$ cat config.mk
export PLATFORM = sky130hd
export DESIGN_NAME = byte_stream_bridge
export DESIGN_NICKNAME = d
export VERILOG_FILES = /design/src/rtl/byte_stream_bridge.sv
export SDC_FILE = /design/constraint.sdc
export NUM_CORES = 1
export LEC_CHECK = 0
export CELL_PAD_IN_SITES_DETAIL_PLACEMENT = 1
export CELL_PAD_IN_SITES_GLOBAL_PLACEMENT = 1
export CORE_MARGIN = 1.5
export CORE_UTILIZATION = 51
export CTS_CLUSTER_DIAMETER = 100
export CTS_CLUSTER_SIZE = 12
export DETAILED_ROUTE_END_ITERATION = 10
export GPL_ROUTABILITY_DRIVEN = 0
export PLACE_DENSITY_LB_ADDON = 0.1
export SLEW_MARGIN = 20
export SYNTH_ARGS = -nofsm -noshare
export SYNTH_HDL_FRONTEND = slang
export SYNTH_SLANG_ARGS = --single-unit
export TNS_END_PERCENT = 20
$ cat constraint.sdc
create_clock -name clk_clk -period 3.98 [get_ports clk_clk]
set_input_delay 0.796 -clock clk_clk [delete_from_list [all_inputs] [get_ports clk_clk]]
set_output_delay 0.796 -clock clk_clk [all_outputs]
set_load 0.005 [all_outputs]
$ cat src/rtl/byte_stream_bridge.sv
// CPU<->link word bridge: TX FIFO drained by valid/ready, RX FIFO filled from a synchronised strobe.
// Optional running checksums are built only when STREAM_CHECKSUM_EN is defined.
module byte_stream_bridge #(
  parameter  int DATA_W      = 8,
  parameter  int DEPTH       = 16,
  parameter  int SYNC_STAGES = 2,
  localparam int AW          = $clog2(DEPTH),
  localparam int CW          = AW + 1
) (
  input  logic              clk_clk,
  input  logic              reset_reset,
  input  logic [DATA_W-1:0] cpu_wr_data,
  input  logic              cpu_wr_en,
  output logic              tx_full,
  output logic [CW-1:0]     tx_count,
  output logic [DATA_W-1:0] link_out_data,
  output logic              link_out_valid,
  input  logic              link_out_ready,
  input  logic [DATA_W-1:0] link_in_data,
  input  logic              link_in_strobe,
  output logic [DATA_W-1:0] cpu_rd_data,
  input  logic              cpu_rd_en,
  output logic              rx_empty,
  output logic [CW-1:0]     rx_count,
  output logic              rx_overflow,
  input  logic              clr_overflow,
  input  logic              csum_clr,
  output logic [DATA_W-1:0] tx_csum,
  output logic [DATA_W-1:0] rx_csum
);

  // ---------------- TX FIFO ----------------
  logic [DATA_W-1:0] tx_mem [DEPTH];
  logic [AW-1:0]     tx_wr_ptr_q, tx_wr_ptr_d;
  logic [AW-1:0]     tx_rd_ptr_q, tx_rd_ptr_d;
  logic [CW-1:0]     tx_count_q, tx_count_d;
  logic              tx_empty;
  logic              tx_push;
  logic              tx_pop;

  assign tx_empty = (tx_count_q == '0);
  assign tx_full  = (tx_count_q == CW'(DEPTH));
  // Valid is masked during reset so nothing is handed off in the reset cycle.
  assign link_out_valid = !tx_empty && !reset_reset;
  assign link_out_data  = tx_empty ? '0 : tx_mem[tx_rd_ptr_q];
  assign tx_count       = tx_count_q;

  assign tx_push = cpu_wr_en && !tx_full;
  assign tx_pop  = link_out_valid && link_out_ready;

  always_comb begin
    tx_wr_ptr_d = tx_wr_ptr_q;
    tx_rd_ptr_d = tx_rd_ptr_q;
    tx_count_d  = tx_count_q;
    if (tx_push) tx_wr_ptr_d = tx_wr_ptr_q + AW'(1);
    if (tx_pop)  tx_rd_ptr_d = tx_rd_ptr_q + AW'(1);
    case ({tx_push, tx_pop})
      2'b10:   tx_count_d = tx_count_q + CW'(1);
      2'b01:   tx_count_d = tx_count_q - CW'(1);
      default: tx_count_d = tx_count_q;
    endcase
  end

  always_ff @(posedge clk_clk) begin
    if (reset_reset) begin
      tx_wr_ptr_q <= '0;
      tx_rd_ptr_q <= '0;
      tx_count_q  <= '0;
    end else begin
      tx_wr_ptr_q <= tx_wr_ptr_d;
      tx_rd_ptr_q <= tx_rd_ptr_d;
      tx_count_q  <= tx_count_d;
    end
  end

  always_ff @(posedge clk_clk) begin
    if (tx_push) tx_mem[tx_wr_ptr_q] <= cpu_wr_data;
  end

  // ---------------- RX strobe synchroniser and capture ----------------
  logic [SYNC_STAGES-1:0] sync_q, sync_d;
  logic                   strobe_prev_q;
  logic                   strobe_rise;
  logic [DATA_W-1:0]      cap_data_q;
  logic                   cap_pend_q;

  assign sync_d[0] = link_in_strobe;
  for (genvar gi = 1; gi < SYNC_STAGES; gi++) begin : g_sync
    assign sync_d[gi] = sync_q[gi-1];
  end

  assign strobe_rise = sync_q[SYNC_STAGES-1] && !strobe_prev_q;

  always_ff @(posedge clk_clk) begin
    if (reset_reset) begin
      sync_q        <= '0;
      strobe_prev_q <= 1'b0;
      cap_data_q    <= '0;
      cap_pend_q    <= 1'b0;
    end else begin
      sync_q        <= sync_d;
      strobe_prev_q <= sync_q[SYNC_STAGES-1];
      cap_pend_q    <= strobe_rise;
      if (strobe_rise) cap_data_q <= link_in_data;
    end
  end

  // ---------------- RX FIFO ----------------
  logic [DATA_W-1:0] rx_mem [DEPTH];
  logic [AW-1:0]     rx_wr_ptr_q, rx_wr_ptr_d;
  logic [AW-1:0]     rx_rd_ptr_q, rx_rd_ptr_d;
  logic [CW-1:0]     rx_count_q, rx_count_d;
  logic              rx_overflow_q, rx_overflow_d;
  logic              rx_full;
  logic              rx_push;
  logic              rx_pop;
  logic              rx_drop;

  assign rx_empty    = (rx_count_q == '0);
  assign rx_full     = (rx_count_q == CW'(DEPTH));
  assign cpu_rd_data = rx_empty ? '0 : rx_mem[rx_rd_ptr_q];
  assign rx_count    = rx_count_q;
  assign rx_overflow = rx_overflow_q;

  // A simultaneous pop frees the slot, so a capture at full is still accepted.
  assign rx_pop  = cpu_rd_en && !rx_empty;
  assign rx_push = cap_pend_q && (!rx_full || rx_pop);
  assign rx_drop = cap_pend_q && rx_full && !rx_pop;

  always_comb begin
    rx_wr_ptr_d   = rx_wr_ptr_q;
    rx_rd_ptr_d   = rx_rd_ptr_q;
    rx_count_d    = rx_count_q;
    rx_overflow_d = rx_overflow_q;
    if (rx_push) rx_wr_ptr_d = rx_wr_ptr_q + AW'(1);
    if (rx_pop)  rx_rd_ptr_d = rx_rd_ptr_q + AW'(1);
    case ({rx_push, rx_pop})
      2'b10:   rx_count_d = rx_count_q + CW'(1);
      2'b01:   rx_count_d = rx_count_q - CW'(1);
      default: rx_count_d = rx_count_q;
    endcase
    if (rx_drop)           rx_overflow_d = 1'b1;
    else if (clr_overflow) rx_overflow_d = 1'b0;
  end

  always_ff @(posedge clk_clk) begin
    if (reset_reset) begin
      rx_wr_ptr_q   <= '0;
      rx_rd_ptr_q   <= '0;
      rx_count_q    <= '0;
      rx_overflow_q <= 1'b0;
    end else begin
      rx_wr_ptr_q   <= rx_wr_ptr_d;
      rx_rd_ptr_q   <= rx_rd_ptr_d;
      rx_count_q    <= rx_count_d;
      rx_overflow_q <= rx_overflow_d;
    end
  end

  always_ff @(posedge clk_clk) begin
    if (rx_push) rx_mem[rx_wr_ptr_q] <= cap_data_q;
  end

  // ---------------- Optional checksums ----------------
`ifdef STREAM_CHECKSUM_EN
  logic [DATA_W-1:0] tx_csum_q, tx_csum_d;
  logic [DATA_W-1:0] rx_csum_q, rx_csum_d;

  always_comb begin
    tx_csum_d = csum_clr ? '0 : tx_csum_q;
    rx_csum_d = csum_clr ? '0 : rx_csum_q;
    if (tx_pop)  tx_csum_d = tx_csum_d + link_out_data;
    if (rx_push) rx_csum_d = rx_csum_d + cap_data_q;
  end

  always_ff @(posedge clk_clk) begin
    if (reset_reset) begin
      tx_csum_q <= '0;
      rx_csum_q <= '0;
    end else begin
      tx_csum_q <= tx_csum_d;
      rx_csum_q <= rx_csum_d;
    end
  end

  assign tx_csum = tx_csum_q;
  assign rx_csum = rx_csum_q;
`else
  logic unused_csum_clr;
  assign unused_csum_clr = csum_clr;
  assign tx_csum = '0;
  assign rx_csum = '0;
`endif

endmodule

Word level (Yosys, flattened, before mapping)
Memory sizes are Yosys's and may differ from the RTL's. A register that Yosys moved wholly into a read port is not among the register bits. Cells that the tools add are included.

Memory bits (read-only): 0. Register bits: 39. Memories: 2. Output and inout bits: 46. Word-level logic and storage cells: 62. Bits in latches: 0. Bits in writable memories: 256. Input bits: 24.

Multiplexer cells: 14. Equality and inequality tests: 6. Div/mod/pow operators: 0. Shifts and indexed selects: 0. Multipliers: 0. Reductions and logical operators: 21. Order comparisons: 0. Bitwise gates (word level): 0. Add/subtract/negate cells: 8.

Memory list: rx_mem (depth 16, width 8, rd ports 1, clocked after memory_dff 1, wr ports 1, line 109) `logic [DATA_W-1:0] rx_mem [DEPTH];`; tx_mem (depth 16, width 8, rd ports 1, clocked after memory_dff 1, wr ports 1, line 33) `logic [DATA_W-1:0] tx_mem [DEPTH];`.

Operators with widths (number): $pmux W5 S2 (2); $add A4 B1 Y4 const B (4); $mux W4 (4); $mux W8 (2); $add A5 B1 Y5 const B (2); $eq A5 B5 Y1 const B (2); $logic_not A5 Y1 (2); $sub A5 B1 Y5 const B (2); $logic_and A1 B1 Y1 (8); $logic_not A1 Y1 (7); $mux W1 (6); $reduce_bool A2 Y1 (3); $eq A2 B1 Y1 const B (2); $eq A2 B2 Y1 const B (2); $logic_or A1 B1 Y1 (1).

Longest topological paths before layout
Depth after elaboration: 7. Gate-level depth with buffers: 13. Mapped depth without buffers: 11.

Least setup slack after synthesis
OpenSTA, ideal clock, no wires.

Path type: in2reg. From: in reset_reset. To: reg tx_count_q[4], in the netlist tx_count[4]. Arrival: 3.049 ns. Stages: 12. Setup slack: 0.808 ns. Path through: clkbuf_1 > nand2b_1 > a21oi_1 > ha_1 > buf_4 > xor2_1 > ha_1 > inv_1 > and2_1 > o221ai_1 > mux2i_1 > mux2_1.

Longest elaborated chain between the ends: 5.

RTL lines: from (decl) (line 11) `input logic reset_reset,`; $logic_not A1 Y1 (*) (line 44) `assign link_out_valid = !tx_empty && !reset_reset;`; $logic_and A1 B1 Y1 (*) (line 44); $logic_and A1 B1 Y1 (*) (line 49) `assign tx_pop = link_out_valid && link_out_ready;`; named net tx_pop (line 39) `logic tx_pop;`; $eq A2 B1 Y1 / $eq A2 B2 Y1 (equally long branches) (line 57) `case ({tx_push, tx_pop})`; $pmux W5 S2 / $reduce_bool A2 Y1 (equally long branches); to (signal assigned) (line 72) `tx_count_q <= tx_count_d;`; to (decl) (line 36) `logic [CW-1:0] tx_count_q, tx_count_d;`.

Mark *: on every way through the listed nets, which the timed path passes. The rest lies on a longest branch. A chain may end at the register's enable or synchronous reset.

==> results.rst <==
.. list-table::
   :header-rows: 1

   * - Metric
     - Value
   * - Final HPWL DP
     - 15.2 mm
   * - Cell at the slowest stage of the critical path
     - dfxtp_2
   * - Share of the synthesized area in the top cell type
     - 0.633
   * - Slew HR
     - 0.369
   * - Total setup buffers inserted after CTS
     - 0
   * - Hold Buf Count CTS
     - 0
   * - Vias per inst
     - 5.43
   * - DRT Pass-1 Iters
     - 4
   * - Cell total after placement
     - 1022
   * - Worst min path class
     - reg2reg
   * - Setup_tns
     - 0 ns
   * - Part of the Yosys area used for sequential elements
     - 0.710
   * - Clock transition time at the flip-flop clock pins of the worst setup and hold paths
     - 0.06 ns
   * - Mean instance size in the synthesized netlist
     - 18.4 sq um
   * - CP Class
     - reg2out
   * - Effective utilization at floorplan
     - 0.519
   * - Skew-Pair Late Insertion Delay
     - 0.54 ns
   * - Aggregate global routing overflow
     - 0
   * - Top cell type by total area after synthesis
     - edfxtp_1
   * - Required time reported for the critical path endpoint
     - 3.18 ns
   * - Setup repair after global routing missed its margin
     - no
   * - Slowest stage delay, CP
     - 0.55 ns
   * - CTS Buf Count
     - 29
   * - Post-synthesis async set-or-reset flop share
     - 0
   * - Fillers
     - 2117
   * - Final clock period utilization by the worst path
     - 0.943
   * - Cell Area, Synth
     - 12100 sq um
   * - Unique cell type count in the Yosys netlist
     - 45
   * - Final instance count without filler cells
     - 1075
   * - Area growth from synthesis to layout
     - 14.3%
   * - Most frequent cells after synthesis
     - edfxtp_1 (256), mux4_2 (80), nor2_1 (66)
   * - Global routing usage on met3
     - 0.0286
   * - Final Util
     - 0.593
   * - Status
     - finished clean
   * - Number of global-route vias before repair
     - 6275
   * - Number of antenna violations at the first check in global routing
     - 0
   * - Floorplan die area
     - 24800 sq um
   * - Maximum achievable frequency
     - 266 MHz
   * - Sort of element at the end of the critical path
     - primary output
   * - Top cells by area in the synthesized netlist
     - edfxtp_1 (63%), mux4_2 (15%), dfxtp_1 (7.7%)
   * - Startpoint kind of the worst setup timing path
     - flop
   * - Final hold viol count
     - 0
   * - Number of flip-flops and latches in the synthesized netlist
     - 303
   * - Residual antenna-violating net count after detailed routing
     - 0
   * - Number of setup violations in the final report
     - 0
   * - Primary flip-flop cell chosen by synthesis mapping
     - edfxtp_1
   * - Wire length after detailed routing
     - 22.7 mm
   * - Clock tree sinks
     - 303
   * - Leak pwr
     - 0.00444 uW
   * - Final layout net count
     - 775
   * - Min Tclk post-route
     - 3.75 ns
   * - Violation count after the first detailed-route iteration
     - 309
   * - Clock skew after layout
     - 0.0142 ns
   * - Clk Tree Root Cell
     - clkbuf_16
   * - Top-count cell post-synth
     - edfxtp_1
   * - Number of diodes added for antenna fixing
     - 0
   * - Number of cells produced by synthesis
     - 661
   * - Met2 GRT Util
     - 0.354
   * - Delay-heaviest family, CP
     - multiplexers
   * - Met1 demand-to-capacity share in global routing
     - 0.251
   * - Top-level I/O count
     - 70
   * - Power per standard cell area
     - 549 nW/um^2
   * - Arrival time of data at the critical path endpoint
     - 2.96 ns
   * - CP dominant cell by count
     - mux4_2
   * - EDFF count, synth
     - 256
   * - Number of pins with negative max-slew slack in the final report
     - 0
   * - Number of maximum-capacitance violations
     - 0
   * - Vertical die dimension
     - 157 um
   * - First-pass GRT wire length
     - 36.1 mm
   * - # H-tree levels
     - 1
   * - GR peak layer
     - met2
   * - Maximum number of pins on one net before global-route repair
     - 47
   * - DRC violation count after routing
     - 0
   * - Worst-path fanout max
     - 10
   * - Worst Tran Pin Value
     - 0.944 ns
   * - Number of buffers between clock root and the deepest sink
     - 3
   * - TritonCTS clock tree
     - yes
   * - Synthesis Warnings
     - 0
   * - Global routing usage summed across all routing layers
     - 0.196
   * - Number of port buffers
     - 52
   * - Number of vias after detailed routing
     - 5834
   * - Routed length per instance
     - 21.1 um
   * - Number of buffers and inverters on the critical path
     - 2
   * - Fraction of layout instances using a drive strength above 1
     - 0.194
   * - Slack of the worst reg-to-reg path
     - 1.05 ns
   * - Core Box Area
     - 23400 sq um
   * - PostCTS Resize Cnt
     - 0
   * - Worst IR Drop VDD
     - 0.000519 V
   * - Cell-by-cell listing of the critical path
     - buf_4, mux4_2, mux4_2, nor2b_1, clkdlybuf4s50_1
   * - Die width
     - 157 um
   * - Num rows
     - 56
[sequential cells by signal, indices dropped and copies added, names as in the netlist, 2 cells and up, named ones only]
signal / count
rx_rd_ptr_q: 4
sync_q: 2
cap_data_q: 8
rx_mem: 128
tx_rd_ptr_q: 4
rx_wr_ptr_q: 4
rx_count: 5
tx_count: 5
tx_mem: 128
tx_wr_ptr_q: 4
[layout make-up]
cell class | count | area [sq um] | area share
Tap cell | 319 | 399 | 0.0288
Clock buffer | 52 | 812 | 0.0585
Clock inverter | 1 | 11.3 | 0.000811
Inverter | 13 | 48.8 | 0.00352
Multi-Input combinational cell | 311 | 3260 | 0.235
Sequential cell | 303 | 8630 | 0.622
Timing Repair Buffer | 76 | 721 | 0.0519
[layer usage]
layer	wire length, um	part of all wire
met4	367	0.016
met1	9440	0.42
met2	12200	0.53
met3	768	0.034
met5	0	0
[final timing paths]
check	startpoint	to	depth (start not counted)
worst max register to register	tx_count[1]	tx_count[4]	11
worst min-delay path	strobe_prev_q	cap_pend_q	1
worst min register to register	strobe_prev_q	cap_pend_q	1
worst max-delay path	flop	cpu_rd_data[3]	5
[worst reg2reg max path, delay by kind of cell, from the launching register on]
| family | cells | cell delay, ns |
|---|---|---|
| xor gates and xnor gates | 1 | 0.19 |
| buffers and inverters | 2 | 0.13 |
| AOI/OAI and AO/OA | 2 | 0.35 |
| DFF | 1 | 0.40 |
| adders and majority gates | 2 | 0.55 |
| and+or+nand+nor | 2 | 0.60 |
| muxes | 2 | 0.59 |
[where the power goes]
group	total [uW]	switching, uW	leakage [uW]	internal, uW
clock network	2450	1080	0.000391	1370
logic	1550	688	0.00134	862
registers	3620	109	0.00271	3520
total	7620	1880	0.00444	5750
[per-stage QoR]
stage / cell area, sq um / worst slack, ns / total power, uW / hold WS, ns
finish: 13900 / 0.225 / 7620 / 0.433
global route: 13900 / 0.0473 / 7960 / 0.464
CTS: 13900 / 0.140 / 7720 / 0.433
detailed placement: 13100 / 0.459 / 5270 / 0.418
floorplan: 12200 / 0.808 / 4610 / 0.392
global placement: 13100 / 0.587 / 5220 / 0.409
[cell families after synthesis]
family	share of synthesized area
XOR/XNOR	0.0130
adder cells (fa/ha/maj)	0.0181
AND/OR/NAND/NOR	0.0577
other	0.000309
flip-flops	0.710
buffers and inverters	0.0260
multiplexers	0.161
AO/OA/AOI/OAI	0.0134
[layout by cell type (no fill, tap or decap), drive strengths merged]
cell,n
nand3,1
nor2b,23
a21oi,8
xor2,10
mux2i,13
ha,16
buf,25
fa,1
mux4,80
a211oi,1
nand3b,1
conb,16
and2,3
o21a,2
nor4,2
nor3,12
mux2,2
a21o,1
nand2,14
a21boi,3
edfxtp,256
nor2,66
or3b,2
clkdlybuf4s50,51
nor3b,2
nand4,3
nand2b,8
o211a,1
nand4b,1
clkbuf,52
inv,14
or4,1
xnor2,8
or3,2
dfxtp,47
o221ai,1
o21ai,6
nand4bb,1
No activity file was read; power rests on OpenSTA's default activity.
